### config.mk
export PLATFORM = sky130hd
export DESIGN_NAME = reg_wb_buffer_flat
export DESIGN_NICKNAME = d
export VERILOG_FILES = /design/src/rtl/reg_wb_buffer_if.sv /design/src/rtl/reg_wb_buffer.sv /design/src/flat_wrapper.sv
export SDC_FILE = /design/constraint.sdc
export NUM_CORES = 1
export LEC_CHECK = 0
export CAP_MARGIN = 20
export CELL_PAD_IN_SITES_DETAIL_PLACEMENT = 2
export CELL_PAD_IN_SITES_GLOBAL_PLACEMENT = 2
export CORE_MARGIN = 5
export CORE_UTILIZATION = 41
export CTS_BUF_LIST = sky130_fd_sc_hd__clkbuf_4 sky130_fd_sc_hd__clkbuf_8 sky130_fd_sc_hd__clkbuf_16
export CTS_CLUSTER_SIZE = 12
export DETAILED_ROUTE_END_ITERATION = 6
export GPL_ROUTABILITY_DRIVEN = 0
export GPL_TIMING_DRIVEN = 0
export HOLD_SLACK_MARGIN = 0.15
export PLACE_DENSITY = 0.91
export SLEW_MARGIN = 20
export SYNTH_ARGS = -nofsm -noshare
export SYNTH_HDL_FRONTEND = slang
export SYNTH_SLANG_ARGS = --single-unit
### constraint.sdc
create_clock -name clk -period 14.6 [get_ports clk]
set_input_delay 4.38 -clock clk [delete_from_list [all_inputs] [get_ports clk]]
set_output_delay 4.38 -clock clk [all_outputs]
set_load 0.05 [all_outputs]
### src/rtl/reg_wb_buffer_if.sv
// Writeback request / register-file write port / pending-query bundle for
// reg_wb_buffer.
//   slave  : the buffer (consumes requests, drives the write port and the
//            pending/forwarding answers)
//   master : the requester/decoder side
// Signals:
//   in_valid/in_ready/in_addr/in_data   writeback request handshake
//   hold                                suppress draining this cycle
//   AD3/WE3/WD3                         registered register-file write port
//   q_addr1/q_addr2                     decode query addresses
//   pend1/pend2                         write pending for the queried address
//   fwd1_data/fwd2_data                 youngest pending value (FWD_BYPASS_EN)
//   count                               occupied FIFO entries
interface reg_wb_buffer_if #(
  parameter int unsigned DEPTH  = 4,
  parameter int unsigned DATA_W = 32,
  parameter int unsigned ADDR_W = 5
);
  localparam int unsigned CNT_W = $clog2(DEPTH) + 1;

  logic              in_valid;
  logic              in_ready;
  logic [ADDR_W-1:0] in_addr;
  logic [DATA_W-1:0] in_data;
  logic              hold;
  logic [ADDR_W-1:0] AD3;
  logic              WE3;
  logic [DATA_W-1:0] WD3;
  logic [ADDR_W-1:0] q_addr1;
  logic [ADDR_W-1:0] q_addr2;
  logic              pend1;
  logic              pend2;
  logic [DATA_W-1:0] fwd1_data;
  logic [DATA_W-1:0] fwd2_data;
  logic [CNT_W-1:0]  count;

  modport slave (
    input  in_valid, in_addr, in_data, hold, q_addr1, q_addr2,
    output in_ready, AD3, WE3, WD3, pend1, pend2, fwd1_data, fwd2_data, count
  );

  modport master (
    output in_valid, in_addr, in_data, hold, q_addr1, q_addr2,
    input  in_ready, AD3, WE3, WD3, pend1, pend2, fwd1_data, fwd2_data, count
  );
endinterface

### src/rtl/reg_wb_buffer.sv
// reg_wb_buffer: writeback-side initiator for the 32x32 register file.
// Buffers (rd, data) writeback requests in an in-order FIFO of DEPTH entries
// and drains one per cycle onto the registered write port AD3/WE3/WD3.
// Writes to x0 are accepted but discarded. Decode can query two addresses
// and learn whether a write to them is still buffered or in flight.
//
// Ports:
//   clk  rising-edge clock
//   rst  asynchronous active-high reset
//   bus  reg_wb_buffer_if.slave (request handshake, hold, write port,
//        query addresses, pend1/2, fwd1/2_data, count)
//
// Optional feature: define FWD_BYPASS_EN to build forwarding of the youngest
// pending value onto fwd1_data/fwd2_data; otherwise those outputs are 0.
module reg_wb_buffer #(
  parameter int unsigned DEPTH  = 4,
  parameter int unsigned DATA_W = 32,
  parameter int unsigned ADDR_W = 5
) (
  input  logic           clk,
  input  logic           rst,
  reg_wb_buffer_if.slave bus
);

  localparam int unsigned PTR_W = $clog2(DEPTH);
  localparam int unsigned CNT_W = PTR_W + 1;

  logic [ADDR_W-1:0] mem_addr [DEPTH];
  logic [DATA_W-1:0] mem_data [DEPTH];
  logic [DEPTH-1:0]  vld;
  logic [PTR_W-1:0]  wr_ptr;
  logic [PTR_W-1:0]  rd_ptr;
  logic [CNT_W-1:0]  cnt;
  logic [ADDR_W-1:0] ad3;
  logic              we3;
  logic [DATA_W-1:0] wd3;

  logic ready;
  logic push;
  logic pop;

  // Readiness depends only on occupancy, never on a same-cycle pop.
  assign ready = (cnt < CNT_W'(DEPTH));
  assign push  = bus.in_valid && ready && (bus.in_addr != '0);
  assign pop   = (cnt != '0) && !bus.hold;

  always_ff @(posedge clk or posedge rst) begin
    if (rst) begin
      for (int unsigned i = 0; i < DEPTH; i++) begin
        mem_addr[i] <= '0;
        mem_data[i] <= '0;
      end
      vld    <= '0;
      wr_ptr <= '0;
      rd_ptr <= '0;
      cnt    <= '0;
      ad3    <= '0;
      we3    <= 1'b0;
      wd3    <= '0;
    end else begin
      we3 <= 1'b0;
      // pop and push never target the same slot: pop needs cnt>0, push
      // needs cnt<DEPTH, and the pointers only coincide at 0 or DEPTH.
      if (pop) begin
        we3         <= 1'b1;
        ad3         <= mem_addr[rd_ptr];
        wd3         <= mem_data[rd_ptr];
        vld[rd_ptr] <= 1'b0;
        rd_ptr      <= rd_ptr + PTR_W'(1);
      end
      if (push) begin
        mem_addr[wr_ptr] <= bus.in_addr;
        mem_data[wr_ptr] <= bus.in_data;
        vld[wr_ptr]      <= 1'b1;
        wr_ptr           <= wr_ptr + PTR_W'(1);
      end
      case ({push, pop})
        2'b10:   cnt <= cnt + CNT_W'(1);
        2'b01:   cnt <= cnt - CNT_W'(1);
        default: cnt <= cnt;
      endcase
    end
  end

  assign bus.in_ready = ready;
  assign bus.AD3      = ad3;
  assign bus.WE3      = we3;
  assign bus.WD3      = wd3;
  assign bus.count    = cnt;

`ifdef FWD_BYPASS_EN
  logic              pend1_c, pend2_c;
  logic [DATA_W-1:0] fwd1_c,  fwd2_c;

  // Scan from the in-flight register, then oldest to newest FIFO entry;
  // each later hit overrides, so the youngest matching write wins.
  always_comb begin
    pend1_c = 1'b0;
    pend2_c = 1'b0;
    fwd1_c  = '0;
    fwd2_c  = '0;
    if (we3 && (ad3 == bus.q_addr1)) begin
      pend1_c = 1'b1;
      fwd1_c  = wd3;
    end
    if (we3 && (ad3 == bus.q_addr2)) begin
      pend2_c = 1'b1;
      fwd2_c  = wd3;
    end
    for (int unsigned k = 0; k < DEPTH; k++) begin
      if (vld[rd_ptr + PTR_W'(k)] && (mem_addr[rd_ptr + PTR_W'(k)] == bus.q_addr1)) begin
        pend1_c = 1'b1;
        fwd1_c  = mem_data[rd_ptr + PTR_W'(k)];
      end
      if (vld[rd_ptr + PTR_W'(k)] && (mem_addr[rd_ptr + PTR_W'(k)] == bus.q_addr2)) begin
        pend2_c = 1'b1;
        fwd2_c  = mem_data[rd_ptr + PTR_W'(k)];
      end
    end
    if (bus.q_addr1 == '0) begin
      pend1_c = 1'b0;
      fwd1_c  = '0;
    end
    if (bus.q_addr2 == '0) begin
      pend2_c = 1'b0;
      fwd2_c  = '0;
    end
  end

  assign bus.pend1     = pend1_c;
  assign bus.pend2     = pend2_c;
  assign bus.fwd1_data = fwd1_c;
  assign bus.fwd2_data = fwd2_c;
`else
  logic pend1_c, pend2_c;

  always_comb begin
    pend1_c = we3 && (ad3 == bus.q_addr1);
    pend2_c = we3 && (ad3 == bus.q_addr2);
    for (int unsigned k = 0; k < DEPTH; k++) begin
      pend1_c = pend1_c || (vld[k] && (mem_addr[k] == bus.q_addr1));
      pend2_c = pend2_c || (vld[k] && (mem_addr[k] == bus.q_addr2));
    end
    if (bus.q_addr1 == '0) pend1_c = 1'b0;
    if (bus.q_addr2 == '0) pend2_c = 1'b0;
  end

  assign bus.pend1     = pend1_c;
  assign bus.pend2     = pend2_c;
  assign bus.fwd1_data = '0;
  assign bus.fwd2_data = '0;
`endif

endmodule

### src/flat_wrapper.sv
// flat-port wrapper written by rule: the top's interface ports become plain ports
module reg_wb_buffer_flat 
#(
  parameter int unsigned DEPTH  = 4,
  parameter int unsigned DATA_W = 32,
  parameter int unsigned ADDR_W = 5
)
  (clk, rst, bus_in_valid, bus_in_addr, bus_in_data, bus_hold, bus_q_addr1, bus_q_addr2, bus_in_ready, bus_AD3, bus_WE3, bus_WD3, bus_pend1, bus_pend2, bus_fwd1_data, bus_fwd2_data, bus_count);
  reg_wb_buffer_if #(.DEPTH(DEPTH), .DATA_W(DATA_W), .ADDR_W(ADDR_W)) bus_i ();
  input  logic clk;
  input  logic rst;
  input wire logic [$bits(bus_i.in_valid)-1:0] bus_in_valid;
  input wire logic [$bits(bus_i.in_addr)-1:0] bus_in_addr;
  input wire logic [$bits(bus_i.in_data)-1:0] bus_in_data;
  input wire logic [$bits(bus_i.hold)-1:0] bus_hold;
  input wire logic [$bits(bus_i.q_addr1)-1:0] bus_q_addr1;
  input wire logic [$bits(bus_i.q_addr2)-1:0] bus_q_addr2;
  output wire logic [$bits(bus_i.in_ready)-1:0] bus_in_ready;
  output wire logic [$bits(bus_i.AD3)-1:0] bus_AD3;
  output wire logic [$bits(bus_i.WE3)-1:0] bus_WE3;
  output wire logic [$bits(bus_i.WD3)-1:0] bus_WD3;
  output wire logic [$bits(bus_i.pend1)-1:0] bus_pend1;
  output wire logic [$bits(bus_i.pend2)-1:0] bus_pend2;
  output wire logic [$bits(bus_i.fwd1_data)-1:0] bus_fwd1_data;
  output wire logic [$bits(bus_i.fwd2_data)-1:0] bus_fwd2_data;
  output wire logic [$bits(bus_i.count)-1:0] bus_count;
  assign bus_i.in_valid = bus_in_valid;
  assign bus_i.in_addr = bus_in_addr;
  assign bus_i.in_data = bus_in_data;
  assign bus_i.hold = bus_hold;
  assign bus_i.q_addr1 = bus_q_addr1;
  assign bus_i.q_addr2 = bus_q_addr2;
  assign bus_in_ready = bus_i.in_ready;
  assign bus_AD3 = bus_i.AD3;
  assign bus_WE3 = bus_i.WE3;
  assign bus_WD3 = bus_i.WD3;
  assign bus_pend1 = bus_i.pend1;
  assign bus_pend2 = bus_i.pend2;
  assign bus_fwd1_data = bus_i.fwd1_data;
  assign bus_fwd2_data = bus_i.fwd2_data;
  assign bus_count = bus_i.count;
  reg_wb_buffer #(.DEPTH(DEPTH), .DATA_W(DATA_W), .ADDR_W(ADDR_W)) u_core (.clk(clk), .rst(rst), .bus(bus_i));
endmodule
**Word-level counts from Yosys, hierarchy flattened**

Index checks and enable logic that the tools add are counted.

- Bits in registers: 197
- Input port bits: 51
- Output and inout port bits: 108

- $add $sub $neg: 4
- $lt $le $gt $ge: 8
- Equality and inequality tests: 12
- Muxes and demuxes: 22
- Bitwise gates (word level): 5
- Reduce and logical (&&, ||, !) cells: 30

Operators by type and width:

| operator | count |
|---|---|
| $bwmux 128 | 1 |
| $mux 32 | 3 |
| $bmux 32 s2 | 1 |
| $demux 32 s2 | 1 |
| $eq 5x5->1 | 10 |
| $bwmux 20 | 1 |
| $logic_and 1x1->1 | 16 |
| $mux 5 | 3 |
| $bmux 5 s2 | 1 |
| $demux 5 s2 | 1 |
| $logic_not 5->1 | 2 |
| $logic_or 1x1->1 | 8 |
| $mux 4 | 2 |
| $ge 3x3->1 const B | 2 |
| $lt 2x3->1 const B | 2 |
| $not 2->3 | 2 |
| $pmux 3 s2 | 1 |
| $mux 1 | 5 |
| $reduce_bool 5->1 | 1 |
| $add 2x1->2 const B | 2 |
| $and 4x4->4 | 1 |
| $demux 1 s2 | 2 |
| $ge 2x1->1 const B | 2 |
| $not 4->4 | 1 |
| 10 further kinds | 10 |

**Depth between registers and ports, before layout**

Gate-level depths: netlist of run 1.

- Depth in word-level cells: 9
- Mapped depth: 10
- Gate-level depth less buffers: 9

**Worst setup path before layout of run 1**

Ideal clock, no wire load.

- Path kind: input-to-output
- From: input bus_q_addr2[1]
- To: output bus_pend2
- Data arrival time: 5.625 ns
- Required time: 10.220 ns
- Setup slack: 4.595 ns
- Cell stages on the path: 6
- Buffers on the path: 1
- Path through: clkbuf_1 -> xor2_1 -> nor4_1 -> nand3_1 -> nand3_1 -> o22a_1

- Cells in the longest elaborated chain, start to end: 7
- Elaborated cells on any way between the ends: 16
- Classes of those cells: eq/ne (5); mux (1); reduce/logical (10)

Ends and longest elaborated chain:

| element | line | source |
|---|---|---|
| start, declared | flat_wrapper.sv:17 | `input wire logic [$bits(bus_i.q_addr2)-1:0] bus_q_addr2;` |
| $eq 5x5->1, on equally long branches | reg_wb_buffer.sv:139, reg_wb_buffer.sv:142 |  |
| $logic_and 1x1->1, on equally long branches | reg_wb_buffer.sv:139, reg_wb_buffer.sv:142 |  |
| $logic_or 1x1->1 (4 in series) | reg_wb_buffer.sv:142 | `pend2_c = pend2_c \|\| (vld[k] && (mem_addr[k] == bus.q_addr2));` |
| $mux 1 (*) | reg_wb_buffer.sv:145 | `if (bus.q_addr2 == '0) pend2_c = 1'b0;` |
| end, declared | flat_wrapper.sv:23 | `output wire logic [$bits(bus_i.pend2)-1:0] bus_pend2;` |

Every way passes the cells marked *; elsewhere a longest branch is shown, timed or not.

**Final worst setup path of run 1**

- From: input bus_q_addr1[3]
- To: output bus_pend1

- Cells in the longest elaborated chain, start to end: 7
- Elaborated cells on any way between the ends: 16
- Classes of those cells: eq/ne (5); mux (1); reduce/logical (10)

Ends and longest elaborated chain:

| element | line | source |
|---|---|---|
| start, declared | flat_wrapper.sv:16 | `input wire logic [$bits(bus_i.q_addr1)-1:0] bus_q_addr1;` |
| $eq 5x5->1, on equally long branches | reg_wb_buffer.sv:138, reg_wb_buffer.sv:141 |  |
| $logic_and 1x1->1, on equally long branches | reg_wb_buffer.sv:138, reg_wb_buffer.sv:141 |  |
| $logic_or 1x1->1 (4 in series) | reg_wb_buffer.sv:141 | `pend1_c = pend1_c \|\| (vld[k] && (mem_addr[k] == bus.q_addr1));` |
| $mux 1 (*) | reg_wb_buffer.sv:144 | `if (bus.q_addr1 == '0) pend1_c = 1'b0;` |
| end, declared | flat_wrapper.sv:22 | `output wire logic [$bits(bus_i.pend1)-1:0] bus_pend1;` |

Marks and branches as above.

==> impl_metrics.yaml, run 1 <==
global_route:
  grt_max_degree: 103
  grt_first_pass_wirelength_microns: 41900
  grt_use_total_pct: 19.5
  gr-total-overflow: 0
  antenna_found_initial: 0
  grt_pass1_vias: 6845
floorplanning:
  die_w_microns: 166
  rows: 57
  coreArea_sq_um: 24100
  start_util_pct: 41.3
  ioPinCount: 159
  die-area_sq_um: 27500
  die-height_microns: 166
yosys:
  synth.yosys.seq_area_share_pct: 49.5
  yosys-mux-area-fraction_pct: 32.3
  synth_compound_area_share_pct: 0.503
  ys_seq_elements: 197
  syn-cell-area_sq_um: 9950
  synth_edf_count: 0
  synthAdderAreaFrac_pct: 1.33
  syn_inst: 651
  synth-simple-area-share_pct: 2.54
  synth-xor-area-share_pct: 4.84
  synth_area_per_cell_sq_um: 15.3
  async_reset_ff_share_pct: 100
  yosys_warnings: 0
  synth_top_family_by_area: "multiplexers"
  synth_cell_types: 27
  synthFlopType: "dfrtp_1"
placement:
  dp_slack_ps: 3790
  numPortBuffers: 84
  postPlaceCellArea_sq_um: 11500
  place.detailed.hpwl_microns: 17800
  dp.cells: 1124
critical_path:
  crit_fanout: 6
  criticalPathCategory: "in -> out"
  critPathMaxStageDelay_ps: 810
  endpoint_kind: "primary output"
  path_cells: "clkbuf_1 -> xor2_1 -> nor4_1 -> nand3_1 -> nand3_1 -> o22a_1 -> clkdlybuf4s50_1"
  cpMostUsedCell: "nand3_1"
  slowest_stage: "clkdlybuf4s50_1"
  cp-start-kind: "input port"
  cp.required_ps: 10220
  arrival_ps: 6410
cts:
  cts_buffer_depth: 2
  cts_root_buffer: "clkbuf_16"
  postCtsSetupBuffers: 0
  cts_tree: "built"
  cts_resized: 0
  holdBufCountCts: 0
  cts_buffers: 17
  clk-insertion-delay-late_ps: 430
  clock_sinks: 197
  clk_pin_slew_ps: 70
  cts_htree_levels: 4
timing:
  post-route-min-period_ps: 10790
  timing.final.ws_setup_ps: 3810
  fin_worst_skew_ps: 12.7
  hold_violations: 0
  tightest_slew_ps: 868
  setup_violations: 0
  drv_slew: 0
  max_freq_ghz: 0.0927
  timing.hold.ws_ps: 505
  rsz0062_at_grt: "false"
  fin_crit_sh_pct: 73.9
  final.setup.tns_ps: 0
  slew_headroom_pct: 42.2
final_layout:
  antenna_cells: 0
  multi_input_area_sq_um: 4370
  drive_gt1_share_pct: 41.8
  nets: 880
  ff_latch_area_sq_um: 4930
  utilization_pct: 50.2
  fill_cells: 2285
  area_growth_pct: 21.5
  final_area_sq_um: 12100
  instances_no_fill: 1156
run_status:
  status: "finished clean"
detailed_routing:
  route.detailed.drc: 0
  vias_per_cell: 4.88
  drt_first_pass_iters: 4
  routed_wl_microns: 26300
  vias: 5646
  routedWlPerCell_microns: 22.8
  drtIter0Drc: 228
  antenna_left: 0
power:
  ir_drop_v: 0.000122
  power_density_nw_per_um2: 236
  p_total_mw: 2.85
  leakagePower_nw: 5.68
hold_path:
  hold_path.class: "reg -> reg"
job:
  drv_cap: 0
[power by group]
part           internal [mW]  switching [mW]  leakage [nW]
sequential             0.825           0.213          2.37
combinational          0.695           0.646          3.02
clock                  0.249           0.227         0.292
[synthesized netlist by cell type (4+ instances only)]
cell type	number	area, sq um
buf_12	12	240
buf_2	5	25.0
buf_4	68	510
clkbuf_1	17	63.8
dfrtp_1	197	4930
ha_1	9	113
inv_1	10	37.5
mux2_2	109	1230
mux2_4	76	1140
mux4_2	37	833
nand2_1	16	60.1
nand2_4	4	45.0
nand3_1	12	60.1
nor4_1	10	62.6
xnor2_1	14	123
xor2_1	41	359
[worst max-delay path, delay by kind of cell]
kind	cells	cell delay [ps]
and+or+nand+nor	3	620
AOI/OAI and AO/OA	1	150
buffers and inverters	2	1130
xor gates and xnor gates	1	130
[metal layers]
metal	global-route usage [%]	wire, microns	vias up
li1	-	-	2500
met1	22.5	10300	3001
met2	37.0	14800	113
met3	3.74	834	32
met4	4.91	369	0
met5	0	0	-
[state kept, by name, indices dropped and copies added, names as in the netlist, 2 cells and up]
name,cells
u_core.mem_data,128
u_core.bus.WD3,32
u_core.mem_addr,20
u_core.bus.AD3,5
u_core.vld,4
u_core.bus.count,3
u_core.rd_ptr,2
u_core.wr_ptr,2
[kinds of logic after synthesis]
group / count (synthesis)
xor+xnor: 55
fa+ha+maj: 10
other cells: 1
simple gates: 46
buf+inv: 113
compound gates: 6
mux: 223
flops: 197
[area by class of cell]
| type | instances | area share, % |
|---|---|---|
| Sequential cell | 197 | 40.8 |
| Multi-Input combinational cell | 404 | 36.1 |
| Timing Repair Buffer | 86 | 7.41 |
| Buffer | 103 | 7.04 |
| Clock buffer | 18 | 3.63 |
| Tap cell | 324 | 3.35 |
| Clock inverter | 14 | 1.29 |
| Inverter | 10 | 0.373 |
[cell usage in the layout, fill, tap and decap left out, drive strengths merged, types with 5 or more instances in the layout]
cell type and instances:
dfrtp 197, mux2 185, buf 88, clkdlybuf4s50 84
conb 64, xor2 41, mux4 37, clkbuf 35
nand2 20, inv 17, xnor2 14, nand3 12
nor4 10, ha 9, clkinv 5
[path summary, 6_finish.rpt]
path / startpoint / endpoint / slack (ps) / depth (start not counted)
hold / removal: u_core.mem_data[55]$_DFFE_PP0P_ / u_core.mem_data[55]$_DFFE_PP0P_ / 500 / 1
setup / recovery: bus_q_addr1[3] / bus_pend1 / 3810 / 7
hold reg to reg: u_core.mem_data[55]$_DFFE_PP0P_ / u_core.mem_data[55]$_DFFE_PP0P_ / 500 / 1
setup reg to reg: u_core.bus.count[0]$_DFFE_PP0P_ / u_core.bus.count[2]$_DFFE_PP0P_ / 11450 / 9
max in group asynchronous: rst / u_core.mem_data[84]$_DFFE_PP0P_ / 9210 / 4
min in group asynchronous: rst / u_core.bus.WD3[26]$_DFFE_PP0N_ / 4240 / 2
(Power assumes the default switching activity.)
==> run 2: changes to the inputs <==
CORE_UTILIZATION = 35   (was 41)
PLACE_DENSITY = 0.83   (was 0.91)
clock period = 8.9 ns   (was 14.6 ns; I/O delays follow)
==> run 2 against run 1 <==
Effect of this change: largest power group unchanged; die area grew 16%; flip-flop and latch count unchanged; final cell count up 4.6%; cell area up 0.44%.
==> impl_metrics.yaml, run 2 (synthesis gave the netlist of run 1 again) <==
power:
  pwr-share-clk_pct: 17.1
  p_sw_share_pct: 37.8
  leakagePower_nw: 5.67
  power.share.sequential_pct: 36.3
  comb_power_share_pct: 46.6
  power_density_nw_per_um2: 380
  ir_drop_v: 0.000152
  p_int_mw: 2.87
  switching_power_mw: 1.74
cts:
  cts_htree_levels: 4
  cts_resized: 0
  cts_tree: "built"
  cts_buffers: 17
  clk-insertion-delay-late_ps: 430
  cts_buffer_depth: 2
  clock_sinks: 197
  holdBufCountCts: 0
  cts_root_buffer: "clkbuf_16"
  clk_pin_slew_ps: 80
  postCtsSetupBuffers: 0
critical_path:
  cp-start-kind: "input port"
  crit_fanout: 6
  arrival_ps: 4740
  criticalPathCategory: "in -> out"
  cp.required_ps: 6230
  endpoint_kind: "primary output"
global_route:
  grt_use_total_pct: 15.8
  grt_first_pass_wirelength_microns: 38700
  grt_max_degree: 101
  gr-total-overflow: 0
  antenna_found_initial: 1
  grt_pass1_vias: 6578
detailed_routing:
  drt_first_pass_iters: 4
  routed_wl_microns: 24200
  vias_per_cell: 4.59
  antenna_left: 0
  vias: 5553
  route.detailed.drc: 0
  drtIter0Drc: 173
  routedWlPerCell_microns: 20.0
final_layout:
  fill_cells: 2781
  nets: 879
  regMostFlops: "u_core.mem_data"
  largest_reg_flops: 128
  mostFrequentLayoutCell: "dfrtp_1"
  multi_input_area_sq_um: 4370
  layout_common_cells: "dfrtp_1, mux2_2, clkdlybuf4s50_1, mux2_4, buf_4"
  antenna_cells: 0
  area_growth_pct: 22.1
  drive_gt1_share_pct: 41.8
  ff_latch_area_sq_um: 4930
  utilization_pct: 43.5
run_status:
  status: "finished clean"
placement:
  numPortBuffers: 84
  place.detailed.hpwl_microns: 17200
floorplanning:
  die_w_microns: 179
  rows: 61
  die-height_microns: 179
  die-area_sq_um: 31900
  start_util_pct: 35.6
  ioPinCount: 159
  coreArea_sq_um: 27900
timing:
  final.setup.tns_ps: 0
  tightest_slew_ps: 863
  fin_worst_skew_ps: 13.5
  post-route-min-period_ps: 7410
  drv_slew: 0
  fin_crit_sh_pct: 83.2
  hold_violations: 0
  rsz0062_at_grt: "false"
  setup_violations: 0
  max_freq_ghz: 0.135
  slew_headroom_pct: 42.5
job:
  drv_cap: 0
hold_path:
  hold_path.class: "reg -> reg"
==> run 2: changes by cell type in the layout (fill, tap and decap cells not counted) <==
cell,change
buf_16,-1
inv_12,+1
clkinv_4,-2
clkbuf_8,-1
clkinv_8,+5
inv_8,-2
bufinv_16,-1
==> run 2: power by group through the flow <==
stage | logic (mW) | registers [mW] | clock network [mW]
after global placement | 2.11 | 1.65 | 0
final | 2.15 | 1.67 | 0.788
after global routing | 2.29 | 1.73 | 0.856
after floorplan | 1.36 | 1.89 | 0
after detailed placement | 2.18 | 1.69 | 0
after CTS | 2.19 | 1.68 | 0.819
==> run 2: cell type report <==
type	count	share of cell area, %
Sequential cell	197	40.6
Multi-Input combinational cell	404	36.0
Timing Repair Buffer	85	7.15
Buffer	103	7.01
Tap cell	378	3.89
Clock buffer	17	3.50
Clock inverter	15	1.51
Inverter	10	0.371
==> run 2: metal layers <==
layer	track usage [%]	part of all wire, %	up-vias
li1	-	-	2508
met1	19.6	42	2950
met2	29.0	55	77
met3	3.01	2.7	16
met4	2.75	0.72	2
met5	0	0.054	-
==> run 2: stage by stage <==
step | worst slack (ps) | power [mW] | hold WS, ps | instances | cell area (sq um)
after floorplan | 861 | 3.25 | 464 | 714 | 10200
after detailed placement | 1470 | 3.87 | 490 | 1177 | 11500
after CTS | 1470 | 4.70 | 512 | 1209 | 12100
after global placement | -1890 | 3.76 | 482 | 1176 | 11500
final | 1490 | 4.61 | 505 | 1209 | 12100
after global routing | 1330 | 4.88 | 523 | 1209 | 12100
==> run 2: worst paths after layout <==
check                                                     start                          endpoint  slack, ps  depth (start not counted)
min in group asynchronous                                   rst   u_core.mem_data[90]$_DFFE_PP0P_       2740                          2
worst max-delay path                             bus_q_addr1[1]                         bus_pend1       1490                          7
worst min-delay path            u_core.mem_data[28]$_DFFE_PP0P_   u_core.mem_data[28]$_DFFE_PP0P_        510                          1
max in group asynchronous                                   rst  u_core.mem_data[104]$_DFFE_PP0P_       5190                          3
worst max register to register  u_core.bus.count[2]$_DFFE_PP0P_   u_core.bus.count[2]$_DFFE_PP0P_       5850                          9
worst min register to register  u_core.mem_data[28]$_DFFE_PP0P_   u_core.mem_data[28]$_DFFE_PP0P_        510                          1
==> run 2: critical path: stages <==
cell	delay, ps
clkbuf_1	350
xor2_1	130
nor4_1	350
nand3_1	130
nand3_1	140
o22a_1	160
clkdlybuf4s50_1	800
==> run 3: changes to the inputs <==
CORE_UTILIZATION = 38   (was 35)
PLACE_DENSITY = 0.86   (was 0.83)
clock period = 7.3 ns   (was 8.9 ns; I/O delays follow)
==> run 3 against run 2 <==
Effect of this change: register-to-register slack worse by 1700 ps; non-clock buffer count up 5; cell area up 0.15%; critical endpoint unchanged; die area down 7.5%; critical path type unchanged; first-iteration DRC count up 30%; setup slack worse by 580 ps; clock skew up 1.6 ps; worst hold slack worse by 3.0 ps.
==> impl_metrics.yaml, run 3 (synthesis gave the netlist of run 1 again) <==
critical_path:
  cp-start-kind: "input port"
  r2r_slack_ps: 4120
  r2r-start: "u_core.bus.count[2]$_DFFE_PP0P_"
  cp.required_ps: 5110
  r2r_end: "u_core.bus.count[2]$_DFFE_PP0P_"
  r2r.worst_path.cells: 9
  endpoint_kind: "primary output"
  crit_fanout: 6
  startpoint: "bus_q_addr1[2]"
  arrival_ps: 4190
  critPathCapture: "bus_pend1"
  criticalPathCategory: "in -> out"
timing:
  slew_headroom_pct: 44.3
  max_freq_ghz: 0.157
  rsz0062_at_grt: "false"
  final.setup.tns_ps: 0
  hold_violations: 0
  fin_worst_skew_ps: 15.1
  post-route-min-period_ps: 6380
  timing.final.ws_setup_ps: 915
  tightest_slew_ps: 833
  setup_violations: 0
  drv_slew: 0
  fin_crit_sh_pct: 87.5
cts:
  cts_root_buffer: "clkbuf_16"
  cts_resized: 0
  clock_sinks: 197
  postCtsSetupBuffers: 0
  cts_buffers: 17
  cts_tree: "built"
  holdBufCountCts: 0
  cts_buffer_depth: 2
  cts_htree_levels: 4
  clk_pin_slew_ps: 70
  clk-insertion-delay-late_ps: 440
job:
  drv_cap: 0
detailed_routing:
  routedWlPerCell_microns: 20.7
  antenna_left: 0
  drt_first_pass_iters: 4
  route.detailed.drc: 0
  routed_wl_microns: 24200
  vias: 5588
  drtIter0Drc: 225
  vias_per_cell: 4.77
final_layout:
  instances_no_fill: 1171
  mostFrequentLayoutCell: "dfrtp_1"
  antenna_cells: 0
  regMostFlops: "u_core.mem_data"
  layout_common_cells: "dfrtp_1, mux2_2, clkdlybuf4s50_1, mux2_4, buf_4"
  drive_gt1_share_pct: 42.1
  largest_reg_flops: 128
  final_area_sq_um: 12200
  area_growth_pct: 22.2
  nets: 884
floorplanning:
  coreArea_sq_um: 25900
  start_util_pct: 38.4
  rows: 59
  die_w_microns: 172
  die-area_sq_um: 29500
  ioPinCount: 159
  die-height_microns: 172
global_route:
  antenna_found_initial: 1
  grt_pass1_vias: 6520
  gr-total-overflow: 0
  grt_use_total_pct: 17.1
  grt_first_pass_wirelength_microns: 38600
  grt_max_degree: 35
power:
  power.share.sequential_pct: 36.4
  leakagePower_nw: 5.71
  pwr-share-clk_pct: 16.9
  power_density_nw_per_um2: 463
  p_sw_share_pct: 37.0
  ir_drop_v: 0.000211
  switching_power_mw: 2.09
  comb_power_share_pct: 46.7
  p_int_mw: 3.55
placement:
  dp.cells: 1139
  postPlaceCellArea_sq_um: 11600
  place.detailed.hpwl_microns: 17600
  dp_slack_ps: 890
  numPortBuffers: 84
run_status:
  status: "finished clean"
hold_path:
  hold_path.class: "reg -> reg"
## run 3: per-stage QoR
stage | total power [mW] | hold slack [ps] | utilization [%]
floorplan | 3.97 | 464 | -
global placement | 4.57 | 481 | 44.2
detailed placement | 4.73 | 489 | 44.7
CTS | 5.71 | 505 | 46.9
global route | 5.96 | 520 | 46.9
finish | 5.63 | 502 | 46.9
## run 3: how the worst min path moves through the flow
stage	cells after the start	end	startpoint	slack, ps
2_1_floorplan	2	u_core.vld[0]$_DFF_PP0_	u_core.vld[0]$_DFF_PP0_	460
3_3_place_gp	1	u_core.mem_data[57]$_DFFE_PP0P_	u_core.mem_data[57]$_DFFE_PP0P_	480
3_5_place_dp	1	u_core.mem_data[47]$_DFFE_PP0P_	u_core.mem_data[47]$_DFFE_PP0P_	490
4_1_cts	1	u_core.mem_data[47]$_DFFE_PP0P_	u_core.mem_data[47]$_DFFE_PP0P_	510
5_1_grt	1	u_core.mem_data[63]$_DFFE_PP0P_	u_core.mem_data[63]$_DFFE_PP0P_	520
6_report	1	u_core.mem_data[47]$_DFFE_PP0P_	u_core.mem_data[47]$_DFFE_PP0P_	500
## run 3: metal layers
| layer | GRT usage (%) | vias to the layer above | routed length [microns] | share of wire [%] |
|---|---|---|---|---|
| met5 | 0 | - | 13 | 0.054 |
| met4 | 3.38 | 2 | 188 | 0.78 |
| li1 | - | 2508 | - | - |
| met2 | 31.4 | 78 | 13400 | 55 |
| met1 | 21.2 | 2987 | 10000 | 41 |
| met3 | 3.10 | 13 | 632 | 2.6 |
## run 3: power by group through the flow
stage / clock, mW / combinational, mW / sequential (mW)
6_report: 0.954 / 2.63 / 2.05
5_1_grt: 1.04 / 2.80 / 2.12
2_1_floorplan: 0 / 1.66 / 2.31
4_1_cts: 0.982 / 2.67 / 2.06
3_3_place_gp: 0 / 2.56 / 2.01
3_5_place_dp: 0 / 2.66 / 2.07
## run 3: area by class of cell
cell class	instances	area, sq um
fill	2500	13700
sequential	197	4930
multi-input combinational	404	4370
timing repair buffer	90	961
buffer	103	851
clock buffer	20	460
tap	335	419
clock inverter	12	133
inverter	10	41.3
## run 3: critical path, cell delays in order
cell and delay, ps:
clkbuf_1 310, xor2_1 130, nor4_1 350, nand3_1 130, nand3_1 130, o22a_1 150, clkdlybuf4s50_1 800
